### src/rtl/edge_serializer_if.sv
// Batch-in / edge-out handshake bundle for the edge serializer.
// slave is the serializer's view, master is the upstream/downstream environment.
interface edge_serializer_if #(
  parameter int W = 32
);
  logic         in_valid;
  logic [W-1:0] in_e1;
  logic [W-1:0] in_e2;
  logic [W-1:0] in_e3;
  logic [W-1:0] in_e4;
  logic         in_ready;
  logic         out_valid;
  logic [W-1:0] out_edge;
  logic         out_last;
  logic         out_ready;
  logic         busy;

  modport slave (
    input  in_valid, in_e1, in_e2, in_e3, in_e4, out_ready,
    output in_ready, out_valid, out_edge, out_last, busy
  );

  modport master (
    output in_valid, in_e1, in_e2, in_e3, in_e4, out_ready,
    input  in_ready, out_valid, out_edge, out_last, busy
  );
endinterface

### src/rtl/edge_serializer.sv
// Two-deep buffer of sorted 4-edge batches, issued one non-null edge per transfer.
// Null slots are skipped in a single step; an all-null batch retires with no output.
module edge_serializer #(
  parameter int           W         = 32,
  parameter logic [W-1:0] NULL_EDGE = {W{1'b1}}
) (
  input  logic              clk,
  input  logic              reset_n,
  edge_serializer_if.slave  sif
);

  logic [W-1:0] data [2][4];
  logic [3:0]   mask [2];
  logic         wr_ptr;
  logic         rd_ptr;
  logic [1:0]   count;
  logic [1:0]   idx;

  logic [W-1:0] in_edges [4];
  logic [3:0]   in_mask;
  logic [3:0]   head_mask;
  logic [3:0]   above;
  logic [1:0]   next_idx;
  logic         head_live;
  logic         accept;
  logic         advance;
  logic         pop;

  assign in_edges[0] = sif.in_e1;
  assign in_edges[1] = sif.in_e2;
  assign in_edges[2] = sif.in_e3;
  assign in_edges[3] = sif.in_e4;

  always_comb begin
    for (int k = 0; k < 4; k++) begin
      in_mask[k] = (in_edges[k] != NULL_EDGE);
    end
  end

  // above = set mask bits strictly after idx; next_idx is the lowest of them
  always_comb begin
    head_mask = mask[rd_ptr];
    above     = 4'b0000;
    case (idx)
      2'd0:    above = head_mask & 4'b1110;
      2'd1:    above = head_mask & 4'b1100;
      2'd2:    above = head_mask & 4'b1000;
      default: above = 4'b0000;
    endcase
    if (above[1])      next_idx = 2'd1;
    else if (above[2]) next_idx = 2'd2;
    else               next_idx = 2'd3;
  end

  assign head_live = (count != 2'd0) && head_mask[idx];
  // a null head slot moves on by itself; a live one waits for the consumer
  assign advance   = (count != 2'd0) && (!head_mask[idx] || sif.out_ready);
  assign pop       = advance && (above == 4'b0000);
  assign accept    = sif.in_valid && sif.in_ready;

  assign sif.in_ready  = (count < 2'd2);
  assign sif.out_valid = head_live;
  assign sif.out_edge  = head_live ? data[rd_ptr][idx] : '0;
  assign sif.out_last  = head_live && (above == 4'b0000);
  assign sif.busy      = (count != 2'd0);

  always_ff @(posedge clk or negedge reset_n) begin
    if (!reset_n) begin
      count   <= 2'd0;
      wr_ptr  <= 1'b0;
      rd_ptr  <= 1'b0;
      idx     <= 2'd0;
      mask[0] <= 4'b0000;
      mask[1] <= 4'b0000;
    end else begin
      if (accept) begin
        mask[wr_ptr] <= in_mask;
        wr_ptr       <= ~wr_ptr;
      end
      if (pop) begin
        rd_ptr <= ~rd_ptr;
        idx    <= 2'd0;
      end else if (advance) begin
        idx <= next_idx;
      end
      case ({accept, pop})
        2'b10:   count <= count + 2'd1;
        2'b01:   count <= count - 2'd1;
        default: count <= count;
      endcase
    end
  end

  // edge payload is qualified by the masks, so it carries no reset
  always_ff @(posedge clk) begin
    if (accept) begin
      for (int k = 0; k < 4; k++) begin
        data[wr_ptr][k] <= in_edges[k];
      end
    end
  end

endmodule

### src/flat_wrapper.sv
// flat-port wrapper written by rule: the top's interface ports become plain ports
module edge_serializer_flat 
#(
  parameter int           W         = 32,
  parameter logic [W-1:0] NULL_EDGE = {W{1'b1}}
)
  (clk, reset_n, sif_in_valid, sif_in_e1, sif_in_e2, sif_in_e3, sif_in_e4, sif_out_ready, sif_in_ready, sif_out_valid, sif_out_edge, sif_out_last, sif_busy);
  edge_serializer_if #(.W(W)) sif_i ();
  input  logic clk;
  input  logic reset_n;
  input wire logic [$bits(sif_i.in_valid)-1:0] sif_in_valid;
  input wire logic [$bits(sif_i.in_e1)-1:0] sif_in_e1;
  input wire logic [$bits(sif_i.in_e2)-1:0] sif_in_e2;
  input wire logic [$bits(sif_i.in_e3)-1:0] sif_in_e3;
  input wire logic [$bits(sif_i.in_e4)-1:0] sif_in_e4;
  input wire logic [$bits(sif_i.out_ready)-1:0] sif_out_ready;
  output wire logic [$bits(sif_i.in_ready)-1:0] sif_in_ready;
  output wire logic [$bits(sif_i.out_valid)-1:0] sif_out_valid;
  output wire logic [$bits(sif_i.out_edge)-1:0] sif_out_edge;
  output wire logic [$bits(sif_i.out_last)-1:0] sif_out_last;
  output wire logic [$bits(sif_i.busy)-1:0] sif_busy;
  assign sif_i.in_valid = sif_in_valid;
  assign sif_i.in_e1 = sif_in_e1;
  assign sif_i.in_e2 = sif_in_e2;
  assign sif_i.in_e3 = sif_in_e3;
  assign sif_i.in_e4 = sif_in_e4;
  assign sif_i.out_ready = sif_out_ready;
  assign sif_in_ready = sif_i.in_ready;
  assign sif_out_valid = sif_i.out_valid;
  assign sif_out_edge = sif_i.out_edge;
  assign sif_out_last = sif_i.out_last;
  assign sif_busy = sif_i.busy;
  edge_serializer #(.W(W), .NULL_EDGE(NULL_EDGE)) u_core (.clk(clk), .reset_n(reset_n), .sif(sif_i));
endmodule
### config.mk
export PLATFORM = sky130hd
export DESIGN_NAME = edge_serializer_flat
export DESIGN_NICKNAME = d
export VERILOG_FILES = /design/src/rtl/edge_serializer_if.sv /design/src/rtl/edge_serializer.sv /design/src/flat_wrapper.sv
export SDC_FILE = /design/constraint.sdc
export NUM_CORES = 1
export LEC_CHECK = 0
export BUFFER_PORTS_ARGS = -buffer_cell sky130_fd_sc_hd__buf_4
export CORE_ASPECT_RATIO = 1.1
export CORE_MARGIN = 3
export CORE_UTILIZATION = 61
export DETAILED_ROUTE_END_ITERATION = 10
export GPL_TIMING_DRIVEN = 0
export PLACE_DENSITY = 0.83
export RECOVER_POWER = 50
export SYNTH_ARGS = -nofsm -noshare
export SYNTH_HDL_FRONTEND = slang
export SYNTH_SLANG_ARGS = --single-unit
### constraint.sdc
create_clock -name clk -period 13.3 [get_ports clk]
set_input_delay 1.33 -clock clk [delete_from_list [all_inputs] [get_ports clk]]
set_output_delay 1.33 -clock clk [all_outputs]
set_load 0.05 [all_outputs]
After elaboration in Yosys (flattened, before gate mapping)
Memory sizes are Yosys's and may differ from the RTL's.
Index checks and enable logic that the tools add are counted.
- memory bits (writable): 256
- logic and storage cells: 61
- memories: 1
- input bits: 132
- output and inout bits: 36
- register bits: 14
- add/sub/neg operators: 2
- bitwise gates (word level): 5
- muxes and demuxes: 20
- order comparisons: 6
- reductions and logical operators: 13
- eq/ne operators: 8
- memories (memory ; depth ; bits a word ; rd ports ; clocked after memory_dff ; write ports ; RTL line ; RTL):
    u_core.data ; 2 ; 128 ; 1 ; 0 ; 1 ; edge_serializer.sv:12 ; logic [W-1:0] data [2][4];
- operators with widths (operator ; count):
    32-bit inequality test, second input constant ; 4
    32-bit 2-to-1 mux ; 3
    32-bit binary-select mux with 2-bit select ; 1
    4-bit 2-to-1 mux ; 4
    4-bit one-hot mux with 3 select lines ; 1
    8-bit bitwise mux ; 1
    1-bit logical AND ; 6
    2-bit 2-to-1 mux ; 3
    2-bit nonzero test ; 3
    4-bit demux with 1-bit select ; 1
    2-bit by 1-bit equality test with 1-bit output, second input constant ; 2
    2-bit equality test, second input constant ; 2
    2-bit greater-or-equal comparator, second input constant ; 2
    4-bit zero test ; 1
    1-bit 2-to-1 mux ; 4
    1-bit inverter with 2-bit output ; 2
    2-bit one-hot mux with 2 select lines ; 1
    3-bit greater-or-equal comparator, second input constant ; 1
    2-bit by 3-bit < comparator with 1-bit output, second input constant ; 1
    2-bit inverter with 3-bit output ; 1
    2-bit by 1-bit adder with 2-bit output, second input constant ; 1
    1-bit binary-select mux with 2-bit select ; 1
    2-bit zero test ; 1
    2-bit by 1-bit < comparator with 1-bit output, second input constant ; 1
    5 further kinds ; 6

Depth between registers and ports, before layout
- word-level depth: 12
- mapped depth: 9
- mapped depth without buffers: 8

Worst setup path before layout
Ideal clock, no wire load.
- kind: input to register
- from: input port sif_in_valid
- to: register u_core.mask[4] (netlist bit)
- stages: 3
- data arrival time: 7.787 ns
- data required time: 13.207 ns
- path slack: 5.420 ns
- path buffers: 0
- library setup time: 0.093 ns
- cells stage by stage: nand2_1 > nor2_1 > mux2_2
- longest elaborated chain between the ends: 1
- RTL lines (item ; RTL line ; RTL):
    from (decl) ; flat_wrapper.sv:11 ; input wire logic [$bits(sif_i.in_valid)-1:0] sif_in_valid;
    1-bit logical AND ; edge_serializer.sv:59 ; assign accept = sif.in_valid && sif.in_ready;
    to (signal, indexed assignment) ; edge_serializer.sv:77 ; mask[wr_ptr] <= in_mask;
    to (decl) ; edge_serializer.sv:13 ; logic [3:0] mask [2];
No other way between the ends.
A chain may end at the register's enable or synchronous reset.

Worst setup path in the final report
- from: register u_core.idx[1]
- to: output port sif_out_edge[5]
- longest elaborated chain between the ends: 5
- elaborated cells on any way between the ends: 8
- classes of those cells: 6 x mux; 1 x bitwise; 1 x reduce/logical
- RTL lines (item ; RTL line ; RTL):
    from (decl) ; edge_serializer.sv:17 ; logic [1:0] idx;
    from (signal assigned) ; edge_serializer.sv:84 ; idx <= next_idx;
    2-bit inverter with 3-bit output (not written as such) ; edge_serializer.sv:63 ; assign sif.out_edge = head_live ? data[rd_ptr][idx] : '0;
    32-bit binary-select mux with 2-bit select ; edge_serializer.sv:63 ;
    32-bit 2-to-1 mux (not written as such) (2 in a row) ; edge_serializer.sv:63 ;
    32-bit 2-to-1 mux (*) ; edge_serializer.sv:63 ;
    to (decl) ; flat_wrapper.sv:19 ; output wire logic [$bits(sif_i.out_edge)-1:0] sif_out_edge;
Mark *: on every way between the ends. The rest lies on a longest branch, timed or not. The select of a mux whose other input is x is not followed.

==> flow_summary_export.csv <==
group,metric,value,unit
die,std_cell_rows,50,
logic_synthesis,synth_top_family_by_area,"multiplexers",
global_routing,antenna_found_initial,0,
timing,period_share,31.2,%
place,place.gp.congestion,0.811,
cts,cts-buffers-inserted,26,
run_status,violations,"max-capacitance violations, max-slew violations",
worst_setup_path,cp_data_arrival_time,2.81,ns
global_routing,grt_overflow,0,
route,firstDrtPassIters,5,
logic_synthesis,muxShareOfSynthArea,18.3,%
logic_synthesis,synth-compound-area-share,0.293,%
cts,ctsRootBufferMaster,"clkbuf_16",
worst_setup_path,rr_endpoint,"u_core.data[0][15]$_DFFE_PP_",
layout,area_delta_synth_final,19.1,%
pwr,leakage,4.19,nW
layout,mostFrequentLayoutCell,"edfxtp_1",
worst_setup_path,crit_type,"reg -> out",
logic_synthesis,synthSimpleGateAreaFrac,4.12,%
worst_hold_path,min_from,"u_core.wr_ptr$_DFFE_PN0P_",
timing,tightest_slew,1.70,ns
pwr,powerDensity,256,nW/um^2
logic_synthesis,synth_warnings,0,
global_routing,grt.total_usage,24.5,%
logic_synthesis,yosys.area_share.adder,0.117,%
route,via_count,5853,
layout,final_nets,842,
timing,relSlewSlack,-13.2,%
layout,diodes,0,
pwr,irDropWorstVdd,185,uV
cts,cts-resized-gates,0,
worst_setup_path,cp-end-kind,"output pin",
logic_synthesis,synthTopCellsByArea,"edfxtp_1 (72%), mux4_2 (14%), mux2i_1 (3.4%)",
worst_setup_path,start_kind,"register",
run_status,status,"complete, but fails checks",
layout,layout_common_cells,"edfxtp_1 (256), clkbuf_1 (140), mux4_2 (65)",
route,drc_errors,0,
timing,finalSetupViolations,0,
place,portBuffers,167,
logic_synthesis,syn_nets,642,
cts,clk_latency,0.51,ns
cts,cts_hold_buf,0,
timing,clock.fmax,0.241,GHz
layout,drive_gt1_share,23.5,%
route,avgViaCountPerCell,6.08,
die,die_w,132,um
logic_synthesis,ys_types,25,
cts,clockBufferDepth,3,
logic_synthesis,ys_seq_elements,270,
logic_synthesis,ys_seq_area_share,75.3,%
cts,cts_tree,"built",
worst_setup_path,cp-startpoint,"u_core.idx[1]$_DFFE_PN0P_",
route,drt_iter0_drc,499,
timing,period_needed,4.14,ns
die,coreArea,17100,um^2
global_routing,grt_pass1_vias,6174,
die,die_area,19100,um^2
logic_synthesis,yosysTopAreaCell,"edfxtp_1",
cts,ctsHtreeMaxLevel,1,
worst_setup_path,r2r_cells,5,
logic_synthesis,synthDominantCellAreaShare,72.1,%
die,start_util,62.5,%
worst_hold_path,hold_depth,1,
logic_synthesis,synth_cells,509,
run,cap_violations,1,
die,die_h,145,um
timing,fin_skew,0.00731,ns
timing,rsz0062_at_grt,"no",
global_routing,grt_max_degree,69,
route,wl_per_cell,24.7,um
timing,whs,0.516,ns
logic_synthesis,syn_area,10700,um^2
die,num_io_pins,168,
timing,setup_tns,0,ns
route,wirelength,23.8,mm
place,dp_hpwl,16.4,mm
worst_setup_path,path_max_fanout,10,
route,ant_nets,0,
worst_hold_path,holdPathEnd,"u_core.wr_ptr$_DFFE_PN0P_",
cts,cts_setup_buffers,0,
cts,cts_sinks,270,
timing,drv_slew,29,
worst_hold_path,hp-class,"reg -> reg",
worst_setup_path,crit_required,11.97,ns
cts,clk_pin_slew_worst_paths,0.06,ns
worst_setup_path,reg2reg_from,"u_core.count[1]$_DFFE_PN0P_",
logic_synthesis,synth.avg_cell_area,21.0,um^2
worst_setup_path,r2r_slack,10.19,ns
timing,hold_viol,0,
logic_synthesis,synth_xor_area_share,0.410,%
global_routing,grt_pass1_wl,35.3,mm
-- cell type report --
cell class	count	area (um^2)
Sequential cell	270	8040
Fill cell	1079	4370
Multi-Input combinational cell	210	2470
Timing Repair Buffer	172	857
Clock buffer	30	687
Tap cell	234	293
Clock inverter	18	194
Buffer	24	138
Inverter	5	23.8
-- synth_stat cells (all sizes together) --
cell / count
buf: 19
or3: 1
clkbuf: 5
edfxtp: 256
mux2i: 36
mux4: 65
o21ai: 1
mux2: 11
nor2: 36
nor4: 8
nor2b: 1
xnor2: 5
nand4: 32
or2: 1
o211ai: 1
dfrtp: 14
ha: 1
o2bb2a: 1
nand3: 1
inv: 5
nand2: 8
o2111ai: 1
-- report_power, final --
group	internal (mW)	total, mW	switching, mW
sequential	1.11	1.15	0.0400
clock	0.448	0.747	0.299
combinational	0.486	1.35	0.865
total	2.05	3.25	1.20
-- kinds of logic after synthesis --
group                    count (synthesis)
adder cells (fa/ha/maj)                  1
XOR/XNOR                                 5
AO/OA/AOI/OAI                            4
flip-flops                             270
buffers and inverters                   29
multiplexers                           112
AND/OR/NAND/NOR                         88
-- layer usage --
| metal | vias up | global-route usage [%] | part of all wire [%] |
|---|---|---|---|
| met5 | - | 0 | 0 |
| met3 | 38 | 4.91 | 8.1 |
| met1 | 2986 | 32.0 | 37 |
| met4 | 0 | 6.80 | 1.7 |
| met2 | 296 | 43.0 | 53 |
| li1 | 2533 | - | - |
-- through the flow --
| step | utilization (%) | power, mW | cells | setup WS, ns | area (um^2) |
|---|---|---|---|---|---|
| 2_1_floorplan | - | 2.11 | 509 | 5.42 | 10700 |
| 3_3_place_gp | 71.5 | 2.53 | 910 | 2.65 | 12200 |
| 3_5_place_dp | 72.2 | 2.54 | 915 | 9.73 | 12300 |
| 4_1_cts | 77.4 | 3.29 | 963 | 9.11 | 13200 |
| 5_1_grt | 74.4 | 3.38 | 963 | 9.04 | 12700 |
| 6_report | 74.4 | 3.25 | 963 | 9.16 | 12700 |
-- registers in the layout, indices dropped and copies added, names as in the netlist --
signal	flops
u_core.mask	8
u_core.data	256
u_core.idx	2
u_core.rd_ptr	1
u_core.wr_ptr	1
u_core.count	2
-- worst max-delay path: stages, from the launching register on --
cell and delay, ns:
dfrtp_1 0.31, buf_2 0.17, buf_2 0.32, clkbuf_1 0.60, mux4_2 0.41, mux2i_1 0.19, nor2_1 0.09, buf_4 0.20
-- worst max path at each step --
stage,end,depth (start not counted)
2_1_floorplan,u_core.mask[4]$_DFFE_PN0P_,3
3_3_place_gp,u_core.mask[6]$_DFFE_PN0P_,4
3_5_place_dp,sif_out_edge[6],7
4_1_cts,sif_out_edge[5],7
5_1_grt,sif_out_edge[5],7
6_report,sif_out_edge[5],7
(Power assumes the default switching activity.)
